## src/rtl/gridding_sched.sv

```systemverilog
// gridding_sched: visibility sample scheduler that reorders kernel-overlapping samples through a deferral FIFO.
// Defining GRIDDING_SCHED_STATS_EN adds the stat_issued / stat_bubbles counter outputs.

module gridding_sched #(
    parameter int G_SIZE    = 128,
    parameter int SUPPORT   = 7,
    parameter int S_SIZE    = 15,
    parameter int IDX_W     = 16,
    parameter int DATA_W    = 64,
    parameter int BUF_DEPTH = 4,
    parameter int SIDX_W    = 32
) (
    input  logic                             clk,
    input  logic                             rst,
    input  logic                             in_valid,
    output logic                             in_ready,
    input  logic [IDX_W-1:0]                 in_iu,
    input  logic [IDX_W-1:0]                 in_iv,
    input  logic [31:0]                      in_offset,
    input  logic [DATA_W-1:0]                in_data,
    input  logic [SIDX_W-1:0]                in_sidx,
    output logic                             out_valid,
    input  logic                             out_ready,
    output logic [31:0]                      out_gind,
    output logic [31:0]                      out_cind,
    output logic [DATA_W-1:0]                out_data,
    output logic                             out_first,
    output logic                             out_last,
    output logic [SIDX_W-1:0]                out_sidx,
    output logic [$clog2(BUF_DEPTH+1)-1:0]   buf_count,
`ifdef GRIDDING_SCHED_STATS_EN
    output logic [31:0]                      stat_issued,
    output logic [31:0]                      stat_bubbles,
`endif
    output logic                             busy
);

    localparam int CW = $clog2(BUF_DEPTH + 1);
    localparam int PW = (BUF_DEPTH > 1) ? $clog2(BUF_DEPTH) : 1;
    localparam int RW = $clog2(S_SIZE + 1);
    localparam logic signed [IDX_W+1:0] L_SUP = (IDX_W+2)'(SUPPORT);
    localparam logic signed [IDX_W+1:0] L_SSZ = (IDX_W+2)'(S_SIZE);

    typedef enum logic [1:0] {ST_IDLE, ST_DECIDE, ST_ISSUE, ST_BUBBLE} state_t;

    typedef struct packed {
        logic [IDX_W-1:0]  iu;
        logic [IDX_W-1:0]  iv;
        logic [31:0]       offset;
        logic [DATA_W-1:0] data;
        logic [SIDX_W-1:0] sidx;
    } entry_t;

    // Footprints overlap when both axis distances are below the kernel width.
    function automatic logic f_conflict(input logic pv,
                                        input logic [IDX_W-1:0] iu_c, input logic [IDX_W-1:0] iv_c,
                                        input logic [IDX_W-1:0] iu_p, input logic [IDX_W-1:0] iv_p);
        logic signed [IDX_W+1:0] cu_c, cu_p, du, dv;
        cu_c = $signed({2'b00, iu_c}) - L_SUP;
        cu_p = $signed({2'b00, iu_p}) - L_SUP;
        du   = cu_c - cu_p;
        dv   = $signed({2'b00, iv_c}) - $signed({2'b00, iv_p});
        if (du[IDX_W+1]) du = -du; else du = du;
        if (dv[IDX_W+1]) dv = -dv; else dv = dv;
        return pv && (du < L_SSZ) && (dv < L_SSZ);
    endfunction

    function automatic logic [31:0] f_gind(input logic [IDX_W-1:0] iu, input logic [IDX_W-1:0] iv);
        return 32'(iu) + 32'(iv) * 32'(G_SIZE) - 32'(SUPPORT);
    endfunction

    function automatic logic [PW-1:0] f_next_ptr(input logic [PW-1:0] p);
        return (p == PW'(BUF_DEPTH - 1)) ? '0 : p + PW'(1);
    endfunction

    function automatic logic [31:0] f_sat_inc(input logic [31:0] v);
        return (v == 32'hFFFF_FFFF) ? v : v + 32'd1;
    endfunction

    state_t            r_state;
    entry_t            r_buf [BUF_DEPTH];
    logic [PW-1:0]     r_wr_ptr, r_rd_ptr;
    logic [CW-1:0]     r_count;
    logic [IDX_W-1:0]  r_prev_iu, r_prev_iv, r_cur_iu, r_cur_iv;
    logic              r_prev_valid;
    logic [RW-1:0]     r_row, r_wait;
    logic              r_out_valid, r_out_first, r_out_last;
    logic [31:0]       r_out_gind, r_out_cind;
    logic [DATA_W-1:0] r_out_data;
    logic [SIDX_W-1:0] r_out_sidx;
`ifdef GRIDDING_SCHED_STATS_EN
    logic [31:0]       r_stat_issued, r_stat_bubbles;
`endif

    entry_t w_in_ent, w_head, w_issue;
    logic   w_empty, w_full, w_head_ok, w_in_ok, w_push, w_pop, w_sel_head, w_in_ready;
    state_t w_next;

    assign w_in_ent  = '{iu: in_iu, iv: in_iv, offset: in_offset, data: in_data, sidx: in_sidx};
    assign w_head    = r_buf[r_rd_ptr];
    assign w_empty   = (r_count == '0);
    assign w_full    = (r_count == CW'(BUF_DEPTH));
    assign w_head_ok = !w_empty && !f_conflict(r_prev_valid, w_head.iu, w_head.iv, r_prev_iu, r_prev_iv);
    assign w_in_ok   = in_valid && !f_conflict(r_prev_valid, in_iu, in_iv, r_prev_iu, r_prev_iv);
    assign w_issue   = w_sel_head ? w_head : w_in_ent;

    // DECIDE candidate selection; a pushed conflicting input keeps us in DECIDE so the next input can still go first.
    always_comb begin
        w_push     = 1'b0;
        w_pop      = 1'b0;
        w_sel_head = 1'b0;
        w_in_ready = 1'b0;
        w_next     = r_state;
        if (r_state == ST_DECIDE) begin
            if (w_head_ok) begin
                w_sel_head = 1'b1;
                w_pop      = 1'b1;
                w_in_ready = !w_full;
                w_push     = in_valid && !w_full;
                w_next     = ST_ISSUE;
            end else if (w_in_ok) begin
                w_in_ready = 1'b1;
                w_next     = ST_ISSUE;
            end else if (in_valid && !w_full) begin
                w_in_ready = 1'b1;
                w_push     = 1'b1;
                w_next     = ST_DECIDE;
            end else if (in_valid || !w_empty) begin
                w_next     = ST_BUBBLE;
            end else begin
                w_next     = ST_IDLE;
            end
        end else begin
            w_next = r_state;
        end
    end

    // Deferral FIFO storage; occupancy is tracked by r_count so contents need no reset.
    always_ff @(posedge clk) begin
        if (w_push) begin
            r_buf[r_wr_ptr] <= w_in_ent;
        end
    end

    // Scheduler FSM, FIFO pointers, registered beat outputs and statistics.
    always_ff @(posedge clk or negedge rst) begin
        if (!rst) begin
            r_state      <= ST_IDLE;
            r_wr_ptr     <= '0;
            r_rd_ptr     <= '0;
            r_count      <= '0;
            r_prev_iu    <= '0;
            r_prev_iv    <= '0;
            r_cur_iu     <= '0;
            r_cur_iv     <= '0;
            r_prev_valid <= 1'b0;
            r_row        <= '0;
            r_wait       <= '0;
            r_out_valid  <= 1'b0;
            r_out_first  <= 1'b0;
            r_out_last   <= 1'b0;
            r_out_gind   <= '0;
            r_out_cind   <= '0;
            r_out_data   <= '0;
            r_out_sidx   <= '0;
`ifdef GRIDDING_SCHED_STATS_EN
            r_stat_issued  <= '0;
            r_stat_bubbles <= '0;
`endif
        end else begin
            if (w_push && !w_pop) begin
                r_count <= r_count + CW'(1);
            end else if (w_pop && !w_push) begin
                r_count <= r_count - CW'(1);
            end else begin
                r_count <= r_count;
            end
            if (w_push) r_wr_ptr <= f_next_ptr(r_wr_ptr);
            if (w_pop)  r_rd_ptr <= f_next_ptr(r_rd_ptr);

            case (r_state)
                ST_IDLE: begin
                    if (in_valid || !w_empty) begin
                        r_state <= ST_DECIDE;
                        r_wait  <= '0;
                    end else if (r_wait == RW'(S_SIZE - 1)) begin
                        r_prev_valid <= 1'b0;
                    end else begin
                        r_wait <= r_wait + RW'(1);
                    end
                end
                ST_DECIDE: begin
                    r_state <= w_next;
                    r_wait  <= '0;
                    if (w_next == ST_ISSUE) begin
                        r_cur_iu    <= w_issue.iu;
                        r_cur_iv    <= w_issue.iv;
                        r_out_valid <= 1'b1;
                        r_out_gind  <= f_gind(w_issue.iu, w_issue.iv);
                        r_out_cind  <= w_issue.offset;
                        r_out_data  <= w_issue.data;
                        r_out_sidx  <= w_issue.sidx;
                        r_out_first <= 1'b1;
                        r_out_last  <= (S_SIZE == 1);
                        r_row       <= '0;
                    end else if (w_next == ST_BUBBLE) begin
`ifdef GRIDDING_SCHED_STATS_EN
                        r_stat_bubbles <= f_sat_inc(r_stat_bubbles);
`endif
                    end
                end
                ST_ISSUE: begin
                    if (r_out_valid && out_ready) begin
                        if (r_row == RW'(S_SIZE - 1)) begin
                            r_out_valid  <= 1'b0;
                            r_out_first  <= 1'b0;
                            r_out_last   <= 1'b0;
                            r_prev_iu    <= r_cur_iu;
                            r_prev_iv    <= r_cur_iv;
                            r_prev_valid <= 1'b1;
                            r_state      <= ST_DECIDE;
`ifdef GRIDDING_SCHED_STATS_EN
                            r_stat_issued <= f_sat_inc(r_stat_issued);
`endif
                        end else begin
                            r_row       <= r_row + RW'(1);
                            r_out_gind  <= r_out_gind + 32'(G_SIZE);
                            r_out_cind  <= r_out_cind + 32'(S_SIZE);
                            r_out_first <= 1'b0;
                            r_out_last  <= (r_row == RW'(S_SIZE - 2));
                        end
                    end
                end
                ST_BUBBLE: begin
                    if (r_wait == RW'(S_SIZE - 1)) begin
                        r_prev_valid <= 1'b0;
                        r_state      <= ST_DECIDE;
                    end else begin
                        r_wait <= r_wait + RW'(1);
                    end
                end
                default: begin
                    r_state <= ST_IDLE;
                end
            endcase
        end
    end

    assign in_ready  = w_in_ready;
    assign out_valid = r_out_valid;
    assign out_gind  = r_out_gind;
    assign out_cind  = r_out_cind;
    assign out_data  = r_out_data;
    assign out_first = r_out_first;
    assign out_last  = r_out_last;
    assign out_sidx  = r_out_sidx;
    assign buf_count = r_count;
    assign busy      = (r_state != ST_IDLE) || (r_count != '0);
`ifdef GRIDDING_SCHED_STATS_EN
    assign stat_issued  = r_stat_issued;
    assign stat_bubbles = r_stat_bubbles;
`endif

endmodule
```

## config.mk

```make
export PLATFORM = sky130hd
export DESIGN_NAME = gridding_sched
export DESIGN_NICKNAME = d
export VERILOG_FILES = /design/src/rtl/gridding_sched.sv
export SDC_FILE = /design/constraint.sdc
export NUM_CORES = 1
export LEC_CHECK = 0
export BUFFER_PORTS_ARGS = -buffer_cell sky130_fd_sc_hd__buf_2
export CORE_ASPECT_RATIO = 1.5
export CORE_MARGIN = 2
export CORE_UTILIZATION = 55
export CTS_CLUSTER_DIAMETER = 150
export DETAILED_ROUTE_END_ITERATION = 7
export HOLD_SLACK_MARGIN = 0.05
export PLACE_DENSITY_LB_ADDON = 0.05
export SLEW_MARGIN = 40
export SYNTH_ARGS = -nofsm -noshare
export SYNTH_HDL_FRONTEND = slang
export SYNTH_SLANG_ARGS = --single-unit
export TNS_END_PERCENT = 30
```

## constraint.sdc

```tcl
create_clock -name clk -period 14.3 [get_ports clk]
set_input_delay 2.145 -clock clk [delete_from_list [all_inputs] [get_ports clk]]
set_output_delay 2.145 -clock clk [all_outputs]
set_load 0.01 [all_outputs]
```

======== Word level (Yosys, flattened, before mapping) ========
Memories as Yosys holds them, arrays and structs flattened.
Index checks and enable logic that the tools add are counted.
word-level totals
  register bits after elaboration ......... 245
  bits in writable memories ............... 640
  input port bits ......................... 164
  output and inout port bits .............. 168
  memories ................................ 1
cells by class
  $add $sub $neg .......................... 21
  $lt $le $gt $ge ......................... 4
  equality and inequality tests ........... 17
  mux-type cells .......................... 60
  reductions and logical operators ........ 33
memory list
  name   words  bits a word  rd ports  clocked after memory_dff  wr ports  RTL line  text
  r_buf  4      160          1         0                         1         81        entry_t r_buf [BUF_DEPTH];
operator list
  operator                                                                        count
  32-bit two-way mux                                                              6
  160-bit two-way mux                                                             1
  32-bit one-hot mux with 2 select lines                                          2
  18-bit by 5-bit less-than comparator with 1-bit output (second input constant)  4
  18-bit two-way mux                                                              4
  16-bit by 3-bit subtractor with 17-bit output (second input constant)           3
  17-bit negator with 18-bit output                                               2
  18-bit negator                                                                  2
  17-bit by 17-bit subtractor with 18-bit output                                  2
  16-bit by 16-bit subtractor with 17-bit output                                  2
  32-bit by 4-bit adder with 32-bit output (second input constant)                1
  32-bit by 8-bit adder with 32-bit output (second input constant)                1
  24-bit by 3-bit subtractor with 25-bit output (second input constant)           1
  16-bit by 23-bit adder with 24-bit output                                       1
  1-bit two-way mux                                                               22
  2-bit two-way mux                                                               11
  4-bit two-way mux                                                               5
  4-bit AND reduction                                                             4
  4-bit == test (second input constant)                                           3
  2-bit inequality test (second input constant)                                   6
  4-bit one-hot mux with 3 select lines                                           1
  2-bit == test (second input constant)                                           5
  1-bit logical AND                                                               10
  3-bit nonzero test                                                              3
  19 further kinds                                                                33

======== Depth between registers and ports, before layout ========
An unclocked memory read counts as a cell.
  depth in word-level cells ............... 17
  depth in mapped cells ................... 37
  gate-level depth less buffers ........... 32

======== Worst setup path before layout ========
No wires, ideal clock.
  path type ............................... in2reg
  start point ............................. input port in_iu[6]
  end point ............................... memory r_buf[0][0] (netlist name), enable pin
  setup time .............................. 0.683 ns
  data arrival time ....................... 13.516 ns
  data required time ...................... 13.617 ns
  path slack .............................. 0.101 ns
  stages .................................. 22
  cell sequence ........................... clkbuf_1 or3_1 or3_1 or3_1 or2_2 nor2_1 xor2_1 ha_1 and2_1 or2_2 and2_1 a311oi_1 xor2_1 a21oi_1 a221oi_1 nand4b_1 o22a_1 or3_1 nand2_1 o21a_1 o21ai_1 nor2_1
between the ends
  cells in the longest elaborated chain, start to end .. 14
ends and longest elaborated chain
  item                                                        RTL line  text
  from (decl)                                                 17        input logic [IDX_W-1:0] in_iu,
  16-bit by 3-bit subtractor with 17-bit output (*)           59        cu_c = $signed({2'b00, iu_c}) - L_SUP;
  17-bit by 17-bit subtractor with 18-bit output (*)          61        du = cu_c - cu_p;
  18-bit negator                                              63        if (du[IDX_W+1]) du = -du; else du = du;
  18-bit two-way mux (*)                                      63
  18-bit by 5-bit less-than comparator with 1-bit output (*)  65        return pv && (du < L_SSZ) && (dv < L_SSZ);
  1-bit logical AND (*) (2 in a row)                          65
  1-bit logical NOT (*)                                       104       assign w_in_ok = in_valid && !f_conflict(r_prev_valid, in_iu, in_iv, r_prev_iu, r_prev_iv);
  1-bit logical AND (*)                                       104
  1-bit two-way mux (*)                                       121       end else if (w_in_ok) begin
  1-bit two-way mux (*)                                       115       if (w_head_ok) begin
  1-bit two-way mux (*)                                       114       if (r_state == ST_DECIDE) begin
  1-bit two-way mux (*)                                       140       if (w_push) begin
  1-bit two-way mux (implied by the code) (*)                 141       r_buf[r_wr_ptr] <= w_in_ent;
  to (decl)                                                   81
Every way passes the cells marked *; elsewhere a longest branch is shown, timed or not.

======== Worst setup path after layout ========
  start point ............................. input port in_iu[0]
  end point ............................... output port in_ready
between the ends
  cells in the longest elaborated chain, start to end .. 12
ends and longest elaborated chain
  item                                                        RTL line  text
  16-bit by 3-bit subtractor with 17-bit output (*)           59
  17-bit by 17-bit subtractor with 18-bit output (*)          61
  18-bit negator                                              63
  18-bit two-way mux (*)                                      63
  18-bit by 5-bit less-than comparator with 1-bit output (*)  65
  1-bit logical AND (*) (2 in a row)                          65
  1-bit logical NOT (*)                                       104
  1-bit logical AND (*)                                       104
  1-bit two-way mux (*)                                       121
  1-bit two-way mux (*)                                       115
  1-bit two-way mux (*)                                       114
  to (decl)                                                   16        output logic in_ready,
Marked as above.

==> impl_metrics.csv <==
group,metric,value,unit
run_status,outcome,"finished, final reports clean",
yosys,synth_area,43000,µm²
critical_path,critPathMaxFanout,8,
critical_path,worstPathBufferInverterCount,2,
critical_path,critPathTopFamily,"compound AO/OA/AOI/OAI gates",
global_routing,grt_usage,0.291,
critical_path,required,12.15,ns
timing,tightest_slew,0.929,ns
power,powerDensity,230,nW/µm²
final_layout,nets,3818,
placed_design,gp_congestion,0.936,
timing,timing.final.crit_share,0.700,
critical_path,cp.arrival,7.87,ns
yosys,syn_nets,3502,
yosys,yosysTopAreaCell,"edfxtp_1",
critical_path,path_cells,"buf_2 -> ha_1 -> a21oi_1 -> nand2b_1 -> nor2_1 -> xor2_1 -> ha_1 -> a21o_1 -> a2111oi_0 -> a221oi_1 -> o311ai_1 -> nand3_1 -> a2111oi_0 -> o311ai_0 -> nand4b_1 -> o22a_1 -> or3_1 -> nand2_1 -> nand2_1 -> nand2_1 -> a21boi_0 -> buf_2",
yosys,synth_cell_types,98,
clocking,postCtsHoldBufs,0,
yosys,ys_ff_latch,885,
timing,slew_headroom,0.381,
timing,finalHoldViolCount,0,
yosys,avgSynthCellArea,13.4,µm²
placed_design,dpl.hpwl,81200,µm
final_layout,layout-drive-gt1-share,0.213,
global_routing,grt_max_degree,101,
yosys,ys_warn_count,0,
yosys,yosys.area.top_type_share,0.447,
timing,final_max_slew_viol_count,0,
floorplan,pin_count,332,
placed_design,dpl_worst_slack,4.13,ns
critical_path,cpMostUsedCell,"nand2_1",
yosys,synth_ff_type,"edfxtp_1",
timing,finClkSkew,0.0450,ns
placed_design,port_buffers,331,
routing,wirelength,117000,µm
yosys,synthTopCellsByArea,"edfxtp_1 (45%), dfrtp_1 (14%), mux4_2 (8.4%), mux2i_1 (3.6%), ha_1 (3.5%)",
yosys,synth_edf_count,640,
yosys,postSynth.asyncResetShare,0.277,
yosys,ys_seq_area_frac,0.590,
clocking,clockBufferDepth,3,
critical_path,worstSetupPathType,"in -> out",
floorplan,start_util,0.555,
routing,vias,28800,
floorplan,rows,125,
clocking,cts.clk_slew.worst_paths,0.07,ns
global_routing,overflow,0,
clocking,clock_latency,0.66,ns
job,drv_cap,0,
timing,final.setup.tns,0,ns
global_routing,grt_pass1_vias,29200,
critical_path,reg2reg_from,"r_rd_ptr[0]",
critical_path,end_kind,"output port",
timing,setup_viol_count_final,0,
critical_path,ff2ff_path_depth,30,
clocking,htreeDepth,3,
critical_path,r2r-end,"out_gind[15]",
power,vdd_ir_drop_max,0.126,mV
critical_path,start_kind,"input port",
routing,firstDrtPassIters,6,
routing,ant_nets,0,
critical_path,critical_path_depth,22,
floorplan,die_w,232,µm
clocking,postCtsSetupRepairBufs,0,
routing,wl_per_cell,25.4,µm
yosys,syn_inst,3214,
critical_path,crit_slowest_cell,"o311ai_1",
clocking,numCtsBuffers,81,
min_path,worstHoldPathType,"reg -> reg",
floorplan,core-area,77400,µm²
global_routing,antenna_found_initial,22,
final_layout,final_core_util,0.628,
clocking,clkSinkCount,885,
final_layout,syn2layout_area_growth,13.1,%
routing,drt-initial-drc-count,2186,
critical_path,ff2ff_setup_slack,4.32,ns
floorplan,die_y,346,µm
timing,fin_ws,4.28,ns
timing,finalCriticalPeriod,10.02,ns
timing,fmax,99.8,MHz
critical_path,endpoint,"in_ready",
floorplan,design.die.area,80400,µm²
clocking,cts_tree,"built",
timing,grt_setup_unrepaired,"no",
clocking,cts-root-buf,"clkbuf_16",
routing,drc,0,
global_routing,grt_pass1_wl,177000,µm
critical_path,cpPeakStageDelay,0.75,ns
power,power.leakage,18.2,nW
clocking,ctsResizeCount,0,
routing,viasPerCell,6.22,
critical_path,setup.worst_path.start,"in_iu[0]",
[worst reg2reg max path: cells and delay by family, from the launching register on]
| family | cells | cell delay (ns) |
|---|---|---|
| muxes | 3 | 1.10 |
| buffers and inverters | 1 | 0.22 |
| adders and majority gates | 4 | 1.10 |
| DFF | 1 | 0.88 |
| and+or+nand+nor | 10 | 3.27 |
| AOI/OAI and AO/OA | 10 | 2.68 |
| xor gates and xnor gates | 2 | 0.60 |
[cells in the mapped netlist, drive strengths merged (18+ instances only)]
| cell | instances |
|---|---|
| xor2 | 56 |
| nand3 | 55 |
| a211oi | 31 |
| and3 | 36 |
| or2 | 20 |
| buf | 51 |
| a21o | 31 |
| nor2b | 18 |
| a21oi | 173 |
| xnor2 | 53 |
| ha | 119 |
| o21a | 25 |
| o21ai | 232 |
| mux2i | 157 |
| mux4 | 160 |
| nand2 | 253 |
| and2 | 23 |
| a31oi | 28 |
| mux2 | 39 |
| nor3 | 55 |
| dfrtp | 245 |
| clkbuf | 95 |
| or3 | 25 |
| o31ai | 18 |
| inv | 88 |
| o211ai | 22 |
| edfxtp | 640 |
| nor2 | 190 |
| nand2b | 25 |
[how the worst min path moves through the flow]
| stage | start | to | slack, ns | depth (start not counted) |
|---|---|---|---|---|
| after floorplan | r_cur_iu[5] | r_cur_iu[5] | 0.44 | 2 |
| after global placement | out_gind[2] | out_gind[2] | 0.45 | 2 |
| after detailed placement | r_cur_iu[0] | r_prev_iu[0] | 0.47 | 2 |
| after CTS | r_cur_iu[0] | r_prev_iu[0] | 0.48 | 2 |
| after global routing | out_data[0] | out_data[0] | 0.51 | 2 |
| final | r_cur_iv[11] | r_prev_iv[11] | 0.48 | 2 |
[power breakdown]
part           total [mW]  switching, mW  internal, mW
registers            3.53          0.324          3.21
clock network        2.17          0.967          1.21
logic                5.46           3.32          2.13
total                11.2           4.61          6.54
[layer usage]
layer | global-route usage | vias up | part of all wire
met2 | 0.498 | 865 | 0.51
met3 | 0.0760 | 213 | 0.073
li1 | - | 13000 | -
met5 | 0 | - | 0.0016
met4 | 0.105 | 26 | 0.035
met1 | 0.354 | 14600 | 0.38
[cells by family after synthesis]
group / count (synthesis) / synth area share
flip-flops: 885 / 0.590
AND/OR/NAND/NOR: 776 / 0.0882
AO/OA/AOI/OAI: 730 / 0.109
multiplexers: 356 / 0.131
buffers and inverters: 234 / 0.0226
adder cells (fa/ha/maj): 124 / 0.0370
XOR/XNOR: 109 / 0.0222
[placed cells by master, fill, tap and decap left out, types with 56 or more instances in the layout]
cell type  instances
a21oi_1          172
buf_2            331
clkbuf_16         81
dfrtp_1          243
edfxtp_1         640
ha_1             119
inv_1             88
mux2i_1          156
mux4_2           160
nand2_1          252
nor2_1           184
o21ai_0          228
xor2_1            56
[final cells by class]
class                           instances  area, µm²
Fill cell                            5944      28800
Sequential cell                       885      25400
Multi-Input combinational cell       2095      16800
Clock buffer                          119       2260
Timing Repair Buffer                  379       2210
Tap cell                             1016       1270
Clock inverter                         33        398
Inverter                               88        330
Antenna cell                            9       22.5
[state kept, by name, summed over array words and instances (netlist names), 2 cells and up]
register,cells
r_buf,640
out_data,64
out_cind,32
out_gind,32
out_sidx,32
r_cur_iu,16
r_cur_iv,16
r_prev_iu,16
r_prev_iv,16
r_row,4
r_wait,4
buf_count,3
r_rd_ptr,2
r_state,2
r_wr_ptr,2
[per-stage QoR]
step | power (mW) | hold WS [ns] | area, µm² | std cells
finish | 11.2 | 0.479 | 48600 | 4624
global route | 11.8 | 0.506 | 48600 | 4617
CTS | 11.1 | 0.480 | 48400 | 4608
detailed placement | 8.94 | 0.466 | 45800 | 4456
global placement | 8.82 | 0.448 | 45600 | 4450
floorplan | 7.34 | 0.444 | 43000 | 3214
No activity file was read; power rests on OpenSTA's default activity.
